$ cat src/rtl/gate_ctrl.sv
// Gate-time controller for a frequency counter: opens a 1 s / 0.1 s / 10 ms
// counting window, then holds the display before the next measurement.
module gate_ctrl #(
   parameter int unsigned CLK_HZ      = 50000000,
   parameter int unsigned HOLD_CYCLES = 25000000
) (
   input  logic       clk,
   input  logic       rst,
   input  logic       en,
   input  logic [1:0] range,
   output logic       gate_out,
   output logic       done,
   output logic       aborted,
   output logic [1:0] range_q,
   output logic [1:0] dp_pos,
   output logic [7:0] meas_cnt
);

   localparam int unsigned CW        = 32;
   localparam int unsigned GL_1S     = CLK_HZ;
   localparam int unsigned GL_100MS  = CLK_HZ / 10;
   localparam int unsigned GL_10MS   = CLK_HZ / 100;
   localparam int unsigned HOLD_LAST = HOLD_CYCLES - 1;

   typedef enum logic [1:0] {IDLE, GATE, HOLD} state_t;

   state_t        state, state_nxt;
   logic [CW-1:0] cnt, cnt_nxt;
   logic [CW-1:0] gl_last;
   logic          start, fin, abort;
   logic          gate_nxt, done_nxt, aborted_nxt;
   logic [1:0]    range_nxt, dp_nxt;
   logic [7:0]    meas_nxt;

   // Terminal count of the current gate, selected by the latched range
   always_comb begin
      gl_last = CW'(GL_1S - 1);
      case (range_q)
         2'b01:   gl_last = CW'(GL_100MS - 1);
         2'b10:   gl_last = CW'(GL_10MS - 1);
         default: gl_last = CW'(GL_1S - 1);
      endcase
   end

   // State, cycle counter and output registers
   always_ff @(posedge clk or negedge rst) begin
      if (!rst) begin
         state    <= IDLE;
         cnt      <= '0;
         gate_out <= 1'b0;
         done     <= 1'b0;
         aborted  <= 1'b0;
         range_q  <= 2'b00;
         dp_pos   <= 2'b00;
         meas_cnt <= 8'd0;
      end else begin
         state    <= state_nxt;
         cnt      <= cnt_nxt;
         gate_out <= gate_nxt;
         done     <= done_nxt;
         aborted  <= aborted_nxt;
         range_q  <= range_nxt;
         dp_pos   <= dp_nxt;
         meas_cnt <= meas_nxt;
      end
   end

   // Next state; en low in GATE wins over terminal count
   always_comb begin
      state_nxt = state;
      start     = 1'b0;
      fin       = 1'b0;
      abort     = 1'b0;
      case (state)
         IDLE: begin
            if (en) begin
               state_nxt = GATE;
               start     = 1'b1;
            end
         end
         GATE: begin
            if (!en) begin
               state_nxt = IDLE;
               abort     = 1'b1;
            end else if (cnt == gl_last) begin
               state_nxt = HOLD;
               fin       = 1'b1;
            end
         end
         HOLD: begin
            if (cnt == CW'(HOLD_LAST)) begin
               if (en) begin
                  state_nxt = GATE;
                  start     = 1'b1;
               end else begin
                  state_nxt = IDLE;
               end
            end
         end
         default: state_nxt = IDLE;
      endcase
      cnt_nxt = ((state_nxt != state) || (state == IDLE)) ? '0 : cnt + CW'(1);
   end

   // Next values of the registered outputs
   always_comb begin
      gate_nxt    = (state_nxt == GATE);
      done_nxt    = fin;
      aborted_nxt = abort;
      meas_nxt    = fin ? meas_cnt + 8'd1 : meas_cnt;
      range_nxt   = range_q;
      if (start) range_nxt = (range == 2'b11) ? 2'b00 : range;
      // Decimal-point index numerically equals the stored range code
      dp_nxt      = range_nxt;
   end

endmodule

$ cat config.mk
export PLATFORM = sky130hd
export DESIGN_NAME = gate_ctrl
export DESIGN_NICKNAME = d
export VERILOG_FILES = /design/src/rtl/gate_ctrl.sv
export SDC_FILE = /design/constraint.sdc
export NUM_CORES = 1
export LEC_CHECK = 0
export CAP_MARGIN = 20
export CORE_AREA = 4 4 70 72
export CTS_CLUSTER_DIAMETER = 150
export CTS_CLUSTER_SIZE = 16
export DETAILED_ROUTE_END_ITERATION = 10
export DIE_AREA = 0 0 74 76
export HOLD_SLACK_MARGIN = 0.03
export PLACE_DENSITY = 0.83
export SETUP_SLACK_MARGIN = 0.4
export SYNTH_ARGS = -nofsm -noshare
export SYNTH_HDL_FRONTEND = slang
export SYNTH_SLANG_ARGS = --single-unit
$ cat constraint.sdc
create_clock -name clk -period 4 [get_ports clk]
set_input_delay 0.6 -clock clk [delete_from_list [all_inputs] [get_ports clk]]
set_output_delay 0.6 -clock clk [all_outputs]
set_load 0.03 [all_outputs]
==> impl_metrics.tcl, run 1 <==
set metrics [dict create \
    tns_ns 0 \
    tightest_slew_ns 0.763 \
    r2r-end "cnt[12]$_DFF_PN0_" \
    grtUsageMet2_pct 32.8 \
    synth.avg_cell_area_sq_um 10.0 \
    synth_area_sq_mm 0.00264 \
    fp.dieArea_sq_mm 0.00562 \
    seqCellArea_sq_mm 0.00118 \
    critPathKind "flop to flop" \
    dp_slack_ns 1.17 \
    gpl.final_weighted_congestion 0.816 \
    initial_core_util_pct 61.5 \
    clock-sinks 47 \
    clockRootBuffer "clkbuf_8" \
    areaGrowthSynthToFinish_pct 10.6 \
    r2r_cells 8 \
    ctsHoldBuffers 0 \
    status "completed" \
    hold_viol 0 \
    drive_gt1_share_pct 5.84 \
    synth_area_leaders "dfrtp_1 (45%), xor2_1 (7.0%), a21oi_1 (5.1%), xnor2_1 (5.0%), nand4_1 (3.8%)" \
    cts_tree "built" \
    min_path_type "input pin to async pin" \
    io_pins 20 \
    fp.dieH_microns 76 \
    grt_use_total_pct 20.9 \
    wirelength_microns 5290 \
    clk_latency_ns 0.30 \
    r2r_slack_ns 1.07 \
    hpwl_microns 3670 \
    nets 283 \
    grtUsageMet1_pct 29.4 \
    grtUsageMet3_pct 4.35 \
    post_cts_buffers 0 \
    post_cts_resized 0 \
    ys_seq_area_share_pct 44.5 \
    yosys_most_used_dff "dfrtp_1" \
    syn-num-nets 273 \
    synth-edff-count 0 \
    h-tree-depth 2 \
    power_density_mw_per_mm2 294 \
    ant_nets 0 \
    cts-buffers-inserted 5 \
    grt_pass1_vias 1976 \
    synth-seq-cells 47 \
    yosysTopAreaCellShare_pct 44.5 \
    clock_skew_ns 0.00574 \
    cp.arrival_ns 3.08 \
    drc 0 \
    fin_crit_ns 2.93 \
    critPathMaxFanout 17 \
    max_slew_margin_pct 49.2 \
    cts.clk_slew.worst_paths_ns 0.08 \
    dr.first_iter.drc_count 104 \
    routedWlPerCell_microns 16.2 \
    grt_max_degree 48 \
    synthMostInstantiatedCell "dfrtp_1" \
    antenna_found_initial 0 \
    max-clock-path-buffers 2 \
    r2r_start "dp_pos[0]$_DFFE_PN0P_" \
    ys_async_sr_fraction_pct 100 \
    coreArea_sq_mm 0.00429 \
    ys_warn_count 0 \
    setup_viol 0 \
    diodes 0 \
    vias_per_cell 6.25 \
    setup_ws_ns 1.07 \
    synthCells 264 \
    grt.busiest_layer "met2" \
    drv_cap 0 \
    row_count 24 \
    synthDistinctLibCells 48 \
    die_x_microns 74 \
    p_leak_uw 0.00121 \
    fin_crit_sh_pct 73.4 \
    first_pass_iters 5 \
    final_max_slew_viol_count 0 \
    gr-total-overflow 0 \
    num_vias 2037 \
    cp-start-kind "flop" \
    rsz0062_at_grt "false" \
    grt_pass1_wl_microns 9350 \
    end_kind "flop" \
    multiInputGateArea_sq_mm 0.00136 \
    ir_drop_uv 193 \
    nFillCells 359 \
    portBuffers 19 \
    fmax_mhz 341 \
    critPathRequiredTime_ns 4.15 \
    synthTopCellsByCount "dfrtp_1 (47), a21oi_1 (27), xor2_1 (21), nand4_1 (16), xnor2_1 (15)" \
    synth.largest_area_cell "dfrtp_1" \
]
==> power by group <==
| part | total, uW | internal [uW] | switching [uW] |
|---|---|---|---|
| sequential | 485 | 480 | 4.97 |
| combinational | 86.8 | 33.7 | 53.1 |
| clock | 288 | 136 | 152 |
| total | 859 | 649 | 210 |
==> worst max-delay path, stage by stage (launching register included) <==
cell and delay (ns):
dfrtp_1 0.39, inv_1 0.07, ha_1 0.36, or3_1 0.36, a222oi_1 0.32, nand3_1 0.25
o21ai_2 0.60, buf_4 0.34, a21oi_1 0.10
==> stage by stage <==
stage / hold WS, ns / instances / cell area, sq um / power [uW] / util [%]
floorplan: 0.304 / 264 / 2640 / 548 / -
global placement: 0.457 / 318 / 2810 / 576 / 65.5
detailed placement: 0.461 / 318 / 2810 / 579 / 65.5
CTS: 0.472 / 325 / 2900 / 861 / 67.5
global route: 0.238 / 326 / 2920 / 894 / 68.0
finish: 0.215 / 326 / 2920 / 859 / 68.0
==> cell families (layout without fill, tap and decap cells) <==
| kind of cell | Yosys count | in the layout | synth area share [%] |
|---|---|---|---|
| mux | 3 | 3 | 1.18 |
| compound gates | 48 | 48 | 11.4 |
| fa+ha+maj | 4 | 4 | 1.89 |
| flops | 47 | 47 | 44.5 |
| buf+inv | 23 | 33 | 4.12 |
| simple gates | 103 | 103 | 24.9 |
| xor+xnor | 36 | 36 | 11.9 |
==> routing by layer <==
layer	wire length, microns	part of all wire, %
met5	0	0
met1	2490	47
met2	2530	48
met3	204	3.9
met4	70	1.3
==> placed cells by master (no fill, tap or decap), types with 3 or more instances in the layout <==
master,instances
nor2_1,4
inv_1,4
nand4_1,16
nand3_1,13
nand2b_1,4
and4_1,7
and3_1,6
or4_1,3
nand2_1,11
clkdlybuf4s50_1,18
dfrtp_1,47
nor4_1,4
xnor2_1,15
a21boi_1,5
o21bai_1,3
xor2_1,21
clkbuf_8,6
ha_1,4
nor3_1,10
nand3b_1,6
a21oi_1,27
==> state kept, by name, indices dropped and copies added (netlist names) <==
register  flops
aborted       1
done          1
gate_out      1
cnt          32
dp_pos        2
meas_cnt      8
state         2
==> worst max path at each step <==
stage / startpoint / endpoint
2_1_floorplan: dp_pos[0]$_DFFE_PN0P_ / meas_cnt[1]$_DFFE_PN0P_
3_3_place_gp: dp_pos[0]$_DFFE_PN0P_ / cnt[21]$_DFF_PN0_
4_1_cts: dp_pos[0]$_DFFE_PN0P_ / cnt[12]$_DFF_PN0_
3_5_place_dp: dp_pos[0]$_DFFE_PN0P_ / cnt[12]$_DFF_PN0_
6_report: dp_pos[0]$_DFFE_PN0P_ / cnt[12]$_DFF_PN0_
5_1_grt: dp_pos[0]$_DFFE_PN0P_ / cnt[22]$_DFF_PN0_
==> cell type report <==
class	count	share of cell area, %
Clock buffer	6	2.83
Clock inverter	1	0.171
Inverter	4	0.514
Multi-Input combinational cell	194	46.4
Sequential cell	47	40.3
Tap cell	52	2.23
Timing Repair Buffer	22	7.54
Note: power is estimated with default switching activity, not from simulation.
==> run 2: changes to the inputs <==
--- a/config.mk
+++ b/config.mk
@@ -6,13 +6,13 @@
 export NUM_CORES = 1
 export LEC_CHECK = 0
 export CAP_MARGIN = 20
-export CORE_AREA = 4 4 70 72
+export CORE_AREA = 4 4 73 75
 export CTS_CLUSTER_DIAMETER = 150
 export CTS_CLUSTER_SIZE = 16
 export DETAILED_ROUTE_END_ITERATION = 10
-export DIE_AREA = 0 0 74 76
+export DIE_AREA = 0 0 77 79
 export HOLD_SLACK_MARGIN = 0.03
-export PLACE_DENSITY = 0.83
+export PLACE_DENSITY = 0.77
 export SETUP_SLACK_MARGIN = 0.4
 export SYNTH_ARGS = -nofsm -noshare
 export SYNTH_HDL_FRONTEND = slang
==> constraint.sdc (replaced) <==
create_clock -name clk -period 2.8 [get_ports clk]
set_input_delay 0.42 -clock clk [delete_from_list [all_inputs] [get_ports clk]]
set_output_delay 0.42 -clock clk [all_outputs]
set_load 0.03 [all_outputs]
==> run 2 against run 1 <==
- core utilization shrank 0.84 points
- combinational power grew 73%
- via count grew 4.6%
- critical path type unchanged
- sequential power grew 43%
- sequential share of layout area shrank 2.7 points
==> impl_metrics.tcl, run 2 (synthesized netlist as in run 1, its figures left out) <==
set metrics [dict create \
    status "completed" \
    drv_cap 0 \
    initial_core_util_pct 56.7 \
    clockRootBuffer "clkbuf_8" \
    row_count 25 \
    drive_gt1_share_pct 12.7 \
    critPathMaxFanout 6 \
    cts.clk_slew.worst_paths_ns 0.10 \
    drc 0 \
    h-tree-depth 2 \
    r2r_slack_ns 0.44 \
    cts_tree "built" \
    ctsHoldBuffers 0 \
    max_slew_margin_pct 60.5 \
    tns_ns 0 \
    max-clock-path-buffers 2 \
    top_register "cnt" \
    crit_slowest_cell "dfrtp_2" \
    gr-total-overflow 0 \
    critPathKind "flop to flop" \
    clock-sinks 47 \
    grt_pass1_vias 2077 \
    largest_reg_flops 32 \
    crit_path_max_incr_delay_ns 0.44 \
    dr.first_iter.drc_count 188 \
    wirelength_microns 5920 \
    num_vias 2131 \
    reg_top3 "cnt (32), meas_cnt (8)" \
    rsz0062_at_grt "false" \
    p_leak_uw 0.00131 \
    coreArea_sq_mm 0.00466 \
    areaGrowthSynthToFinish_pct 18.5 \
    min_path_type "input pin to async pin" \
    ant_nets 0 \
    nets 292 \
    nFillCells 371 \
    portBuffers 19 \
    gpl.final_weighted_congestion 0.809 \
    fin_crit_ns 2.36 \
    fin_crit_sh_pct 84.4 \
    stdcell_area_sq_mm 0.00313 \
    first_pass_iters 4 \
    final_max_slew_viol_count 0 \
    critPathRequiredTime_ns 3.00 \
    end_kind "flop" \
    io_pins 20 \
    grt_max_degree 28 \
    crit_family "simple AND/OR/NAND/NOR gates" \
    die_x_microns 77 \
    dp_cells 325 \
    diodes 0 \
    layout_commonest_cell "dfrtp_1" \
    grt_use_total_pct 20.2 \
    cts-buffers-inserted 5 \
    power.total_uw 1270 \
    clk_latency_ns 0.30 \
    routedWlPerCell_microns 17.5 \
    cp_num_buf_inv 1 \
    power_density_mw_per_mm2 406 \
    fp.dieArea_sq_mm 0.00608 \
    antenna_found_initial 0 \
    fmax_mhz 423 \
    setup_viol 0 \
    fp.dieH_microns 79 \
    clock_skew_ns 0.00692 \
    cp_cell_sequence "inv_2 > ha_4 > or3_1 > a222oi_1 > nand3_4 > nor3_4 > mux2_1" \
    cp-start-kind "flop" \
    hold_viol 0 \
    ir_drop_uv 324 \
    tightest_slew_ns 0.592 \
    final_cell_count_no_fill 338 \
    mostFrequentLayoutCells "dfrtp_1 (46), a21oi_1 (27), xor2_1 (21)" \
    grt_pass1_wl_microns 9940 \
    dpl-instance-area_sq_mm 0.00288 \
    hpwl_microns 3930 \
    vias_per_cell 6.30 \
    cp.arrival_ns 2.56 \
]
run 2: cell count changes in the layout (fill, tap and decap cells not counted), sizes merged:
cell,delta
buf,+8
bufbuf,+1
clkbuf,-1
clkinv,-1
clkinvlp,+2
inv,+1
run 2: where the power goes:
group	internal [uW]	switching [uW]	total [uW]
Sequential	686	8.45	694
Clock	179	248	427
Combinational	66.3	83.6	150
run 2: worst register-to-register path, cell delays in order, from the launching register on:
cell and delay [ns]:
dfrtp_2 0.44, inv_2 0.09, ha_4 0.22, or3_1 0.34, a222oi_1 0.39, nand3_4 0.16
nor3_4 0.27, mux2_1 0.34
run 2: worst paths after layout:
| check | to | depth (start not counted) | start |
|---|---|---|---|
| max | meas_cnt[1]$_DFFE_PN0P_ | 7 | dp_pos[0]$_DFFE_PN0P_ |
| min | meas_cnt[4]$_DFFE_PN0P_ | 1 | rst |
| max reg2reg | meas_cnt[1]$_DFFE_PN0P_ | 7 | dp_pos[0]$_DFFE_PN0P_ |
| min reg2reg | meas_cnt[7]$_DFFE_PN0P_ | 1 | meas_cnt[7]$_DFFE_PN0P_ |
| max in group asynchronous | cnt[9]$_DFF_PN0_ | 2 | rst |
| min in group clk | meas_cnt[7]$_DFFE_PN0P_ | 1 | meas_cnt[7]$_DFFE_PN0P_ |
run 2: repair_timing:
item,CTS,global route
gates cloned,1,0
gates resized for setup,0,14
pin swaps,2,3
endpoints found under the hold margin,0,0
buffers inserted,0,4
setup endpoints to repair,1,35
run 2: final cells by class:
cell class | instances | area, sq um | area share (%)
flip-flops and latches | 47 | 1180 | 37.6
inverters | 4 | 15.0 | 0.480
well taps | 54 | 67.6 | 2.16
clock inverters | 3 | 23.8 | 0.759
clock buffers | 5 | 68.8 | 2.20
repair buffers | 31 | 338 | 10.8
multi-input cells | 194 | 1440 | 46.0
run 2: routing by layer:
metal	part of all wire (%)	global-route usage [%]	up-vias
met4	0.49	5.16	0
met3	4.8	3.74	2
met1	45	27.0	1062
li1	-	-	1003
met2	49	34.1	64
met5	0	0	-
run 2: metrics by stage:
step / hold WS, ns / utilization, % / worst slack, ns
global route: 0.134 / 67.2 / 0.394
global placement: 0.454 / 61.8 / 0.417
finish: 0.105 / 67.2 / 0.438
floorplan: 0.124 / - / 0.452
detailed placement: 0.459 / 61.8 / 0.378
CTS: 0.127 / 64.5 / 0.380
==> variant 1: new RTL, config.mk and constraints of run 1 <==
Re-encode `state_t` (3 states) as one-hot, 3 bits wide.
--- a/src/rtl/gate_ctrl.sv
+++ b/src/rtl/gate_ctrl.sv
@@ -23,5 +23,5 @@
    localparam int unsigned HOLD_LAST = HOLD_CYCLES - 1;
 
-   typedef enum logic [1:0] {IDLE, GATE, HOLD} state_t;
+   typedef enum logic [2:0] {IDLE = 3'b001, GATE = 3'b010, HOLD = 3'b100} state_t;
 
    state_t        state, state_nxt;
Behaviour: no difference found for any inputs over 10 cycles, from zero or initial values and one cycle with rst low; not proved beyond that.
==> variant 1 against run 1 <==
- final area up 3.5%
- largest cell class unchanged
- setup slack improved by 0.23 ns
- sequential cell count increased by 1
- wire length grew 12%
- area after synthesis grew 2.4%
- die area is the same
- count of clock-buffer cells in the layout decreased by 1
Power is not compared: it rests on default switching activity, and its combinational part moved more than twofold at a synthesized area within 25%.
==> variant 1: results (changes against run 1) <==
* Area contributors post-synth: dfrtp_1 43%, xnor2_1 8.7%, a21oi_1 3.9% (was dfrtp_1 45%, xor2_1 7.0%, a21oi_1 5.1%)
* Largest registers: cnt: 32 flops, meas_cnt: 8 flops, state: 3 flops (was cnt: 32 flops, meas_cnt: 8 flops)
* CP max stage delay at 0.75 ns (was 0.60 ns)
* Reg2reg setup slack at 1.30 ns (was 1.07 ns)
* Critical path's slowest cell: nand2_1 (was o21ai_2)
* Register area share after synthesis at 0.445 (about the same)
* Net Sw Frac at 0.295
* First-pass GRT wire length at 9920 um (was 9350 um)
* Largest net degree at the start of global routing at 49 (was 48)
* LEAKAGE at 1.12 nW
* Number of global-route vias before repair at 2,170 (was 1,976)
* Nets@finish at 305 (was 283)
* Vias per cell at 6.31 (was 6.25)
* Worst-path fanout max at 23 (was 17)
* Clock Skews at 0.00522 ns (was 0.00574 ns)
* 1st-pass router iterations at 4 (was 5)
* Cell variety after synth at 47 (was 48)
* Outcome: complete, no violations (unchanged)
* Placer Congestion at 0.851 (was 0.816)
* Crit path from: cnt[11] (was dp_pos[0])
* Net Count, Synth at 293 (was 273)
* Iter 0 DRT Violations at 141 (was 104)
* Post-DP Area at 0.00289 mm^2 (was 0.00281 mm^2)
* Fillcell total at 340 (was 359)
* FF-to-FF Start: cnt[11] (was dp_pos[0])
* R2R depth at 5 (was 8)
* Clk_lat worst skew at 0.30 ns (about the same)
* Worst-margin pin slew at 0.832 ns (was 0.763 ns)
* Share of post-route cells with drive strength above 1 at 0.0774 (was 0.0584)
* Post-Route WL at 5910 um (was 5290 um)
* Post-DP HPWL at 4070 um (was 3670 um)
* Top cells by count, synth: 47 x dfrtp_1, 27 x xnor2_1, 21 x a21oi_1, 21 x nor2_1, 19 x nand2_1 (was 47 x dfrtp_1, 27 x a21oi_1, 21 x xor2_1, 16 x nand4_1, 15 x xnor2_1)
[variant 1: cells by family after synthesis]
kind of cell | after synthesis | share of synthesized area
AOI/OAI and AO/OA | 43 | 0.105
xor gates and xnor gates | 37 | 0.120
adders and majority gates | 4 | 0.0185
buffers and inverters | 25 | 0.0403
DFF | 48 | 0.445
muxes | 1 | 0.00416
and+or+nand+nor | 126 | 0.267
[variant 1: critical path, delay by kind of cell, from the launching register on]
kind / cells / cell delay [ns]
simple gates: 4 / 1.85
flops: 1 / 0.49
compound gates: 1 / 0.20
[variant 1: how the worst min path moves through the flow]
| stage | start | to |
|---|---|---|
| finish | rst | meas_cnt[0] |
| global route | rst | meas_cnt[6] |
| CTS | meas_cnt[7] | meas_cnt[7] |
| detailed placement | meas_cnt[7] | meas_cnt[7] |
| global placement | meas_cnt[7] | meas_cnt[7] |
| floorplan | rst | aborted |
[variant 1: metrics by stage]
step | power [mW] | instances | setup WS [ns] | hold WS [ns]
6_report | 1.12 | 349 | 1.30 | 0.112
5_1_grt | 1.18 | 349 | 1.09 | 0.102
2_1_floorplan | 0.702 | 284 | 1.26 | 0.304
3_5_place_dp | 0.781 | 340 | 1.33 | 0.470
3_3_place_gp | 0.774 | 340 | 1.44 | 0.460
4_1_cts | 1.12 | 348 | 1.29 | 0.487
[variant 1: final cells by class]
cell class                 count  area [um^2]  area share
clock buffer                   5         68.8      0.0228
tap                           52         65.1      0.0215
timing repair buffer          22          220      0.0729
inverter                       8         30.0     0.00994
multi-input combinational    211         1390       0.461
sequential                    48         1200       0.398
clock inverter                 3         42.5      0.0141
[variant 1: routing by layer]
layer | track usage | routed length (um) | share of wire
met1 | 0.293 | 2610 | 0.44
met2 | 0.358 | 2880 | 0.49
met3 | 0.0422 | 291 | 0.049
met4 | 0.0779 | 116 | 0.020
met5 | 0 | 0 | 0
[variant 1: power groups by stage]
stage,logic [mW],clock network (mW),registers (mW)
floorplan,0.141,0,0.560
global placement,0.235,0,0.539
detailed placement,0.240,0,0.541
CTS,0.242,0.351,0.531
global route,0.265,0.375,0.537
finish,0.244,0.347,0.532
==> variant 2: new RTL, settings of run 1 <==
Made on the original files. Set the localparam `CW` to 16 (it was 32).
--- a/src/rtl/gate_ctrl.sv
+++ b/src/rtl/gate_ctrl.sv
@@ -17,5 +17,5 @@
 );
 
-   localparam int unsigned CW        = 32;
+   localparam int unsigned CW        = 16;
    localparam int unsigned GL_1S     = CLK_HZ;
    localparam int unsigned GL_100MS  = CLK_HZ / 10;
Behaviour: same outputs for any inputs over 10 cycles, from zero or initial values and one cycle with rst low; that may be too few to reach the edited logic, so the function may still have changed.
==> variant 2 against run 1 <==
- wire length is 44% lower
- final area is 33% lower
- critical path depth is 3 lower
- total power is 15% lower
- sequential share of layout area is 0.43 points lower
- setup slack better by 0.40 ns
- area after synthesis is 39% lower
- highest routed layer unchanged
- critical path type unchanged
- utilization is 23 points lower
- hold slack better by 0.25 ns
- global-route usage is 9.0 points lower
- largest power group unchanged
- clock power is 8.7% higher
- sequential power is 32% lower
- sequential cell count is 16 lower
==> variant 2: results (changes against run 1) <==
* Outcome: complete, no violations (unchanged)
* Final Non-Filler Cells at 229 (was 326)
* Worst slack at placement at 1.48 ns (was 1.17 ns)
* Largest net degree at the start of global routing at 32 (was 48)
* Non-clock buffers at 20 (was 22)
* Share of post-route cells with drive strength above 1 at 0.0791 (was 0.0584)
* Area of the multi-input gates at 776 um^2 (was 0.00136 mm^2)
* Total GRT Usage at 0.118 (was 0.209)
* Placer Congestion at 0.808 (was 0.816)
* Seq. cell area at 776 um^2 (was 0.00118 mm^2)
* Reg-to-Reg End: cnt[6] (was cnt[12])
* CP top delay family: simple AND/OR/NAND/NOR gates (was compound AO/OA/AOI/OAI gates)
* Synth Area in Adders at 0.0311 (was 0.0189)
* Mux share of post-synthesis cell area at 0.00700 (was 0.0118)
* Nets@finish at 185 (was 283)
* CTS clock-pin slew for the worst setup and hold paths at 0.06 ns (was 0.08 ns)
* Area contributors post-synth: dfrtp_1 48%, xor2_1 7.1%, xnor2_1 5.4% (was dfrtp_1 45%, xor2_1 7.0%, a21oi_1 5.1%)
* Peak VDD IR at 0.129 mV (was 0.193 mV)
* CTS Sinks at 31 (was 47)
* Buffering overhead at 0.102 (was 0.0754)
* Xor/xnor share of the synthesized area at 0.125 (was 0.119)
* Clock-cell share at 0.0604 (was 0.0300)
* HP Class: register to register (was primary input to asynchronous set/reset pin)
* Cell variety after synth at 36 (was 48)
* Placed cells at 221 (was 318)
* Top cells by count, synth: 31 x dfrtp_1, 19 x nor2_1, 13 x xor2_1, 10 x xnor2_1, 9 x nand2_1 (was 47 x dfrtp_1, 27 x a21oi_1, 21 x xor2_1, 16 x nand4_1, 15 x xnor2_1)
* Clock Skews at 0.00569 ns (was 0.00574 ns)
* Iter 0 DRT Violations at 45 (was 104)
* Fillcell total at 414 (was 359)
* Vias per cell at 5.18 (was 6.25)
* Net Count, Synth at 163 (was 273)
* Worst relative slew slack at 0.412 (was 0.492)
* Post-DP HPWL at 2150 um (was 3670 um)
* Post-Syn Area at 0.00161 mm^2 (was 0.00264 mm^2)
* Worst-path fanout max at 13 (was 17)
* Multi-Input Combinational at 114 (was 194)
* Register area share after synthesis at 0.482 (was 0.445)
* Critical path's slowest cell: or4_1 (was o21ai_2)
* CP max stage delay at 0.74 ns (was 0.60 ns)
* Largest registers: cnt: 16 flops, meas_cnt: 8 flops (was cnt: 32 flops, meas_cnt: 8 flops)
* Register fraction of the total cell area at 0.398 (was 0.403)
* Clock Tree Buf Depth at 2 (unchanged)
* LEAKAGE at 0.847 nW (was 1.21 nW)
* FF-to-FF Start: cnt[0] (was dp_pos[0])
* Clk_lat worst skew at 0.28 ns (was 0.30 ns)
* Post-Synthesis Cells at 154 (was 264)
* 1st-pass router iterations at 4 (was 5)
* R2R depth at 5 (was 8)
* Number of global-route vias before repair at 1,153 (was 1,976)
* CP arrival at 2.68 ns (was 3.08 ns)
* Routed WL per cell at 13.0 um (was 16.2 um)
* WHS at 0.464 ns (was 0.215 ns)
* Post-synthesis compound-gate area fraction at 0.0591 (was 0.114)
[variant 2: cell types whose count changed after synthesis, sizes merged, moves of 5 or more]
cell / run 1 / this run
xor2: 21 / 13
nand3: 13 / 4
clkbuf: 5 / 0
nor2: 4 / 19
a21oi: 27 / 2
dfrtp: 47 / 31
a21boi: 5 / 0
nor3: 11 / 5
buf: 14 / 5
and3: 6 / 1
nand4: 17 / 8
xnor2: 15 / 10
[variant 2: worst register-to-register path, delay by kind of cell, from the launching register on]
kind,cells,cell delay (ns)
AO/OA/AOI/OAI,1,0.55
AND/OR/NAND/NOR,3,1.23
adder cells (fa/ha/maj),1,0.25
flip-flops,1,0.36
[variant 2: per-layer routing]
layer	up-vias	routed length, um	GRT usage
li1	581	-	-
met1	572	1390	0.148
met2	27	1380	0.176
met3	6	128	0.0264
met4	0	91	0.0815
met5	-	0	0
[variant 2: worst max path at each step]
stage / slack [ns] / startpoint / to
2_1_floorplan: 1.72 / dp_pos[1] / meas_cnt[1]
3_3_place_gp: 1.57 / cnt[0] / cnt[6]
3_5_place_dp: 1.48 / cnt[0] / cnt[9]
4_1_cts: 1.47 / cnt[0] / cnt[6]
5_1_grt: 1.33 / cnt[0] / cnt[9]
6_report: 1.46 / cnt[0] / cnt[6]
[variant 2: logic make-up (layout without fill, tap and decap cells)]
logic type / after synthesis / in the layout
multiplexers: 1 / 1
buffers and inverters: 9 / 32
AO/OA/AOI/OAI: 12 / 12
XOR/XNOR: 23 / 23
adder cells (fa/ha/maj): 4 / 4
AND/OR/NAND/NOR: 74 / 74
flip-flops: 31 / 31
[variant 2: where the power goes]
part	internal (mW)	switching (mW)	total, mW
Combinational	0.0364	0.0536	0.0900
Clock	0.201	0.112	0.313
Sequential	0.322	0.00654	0.329
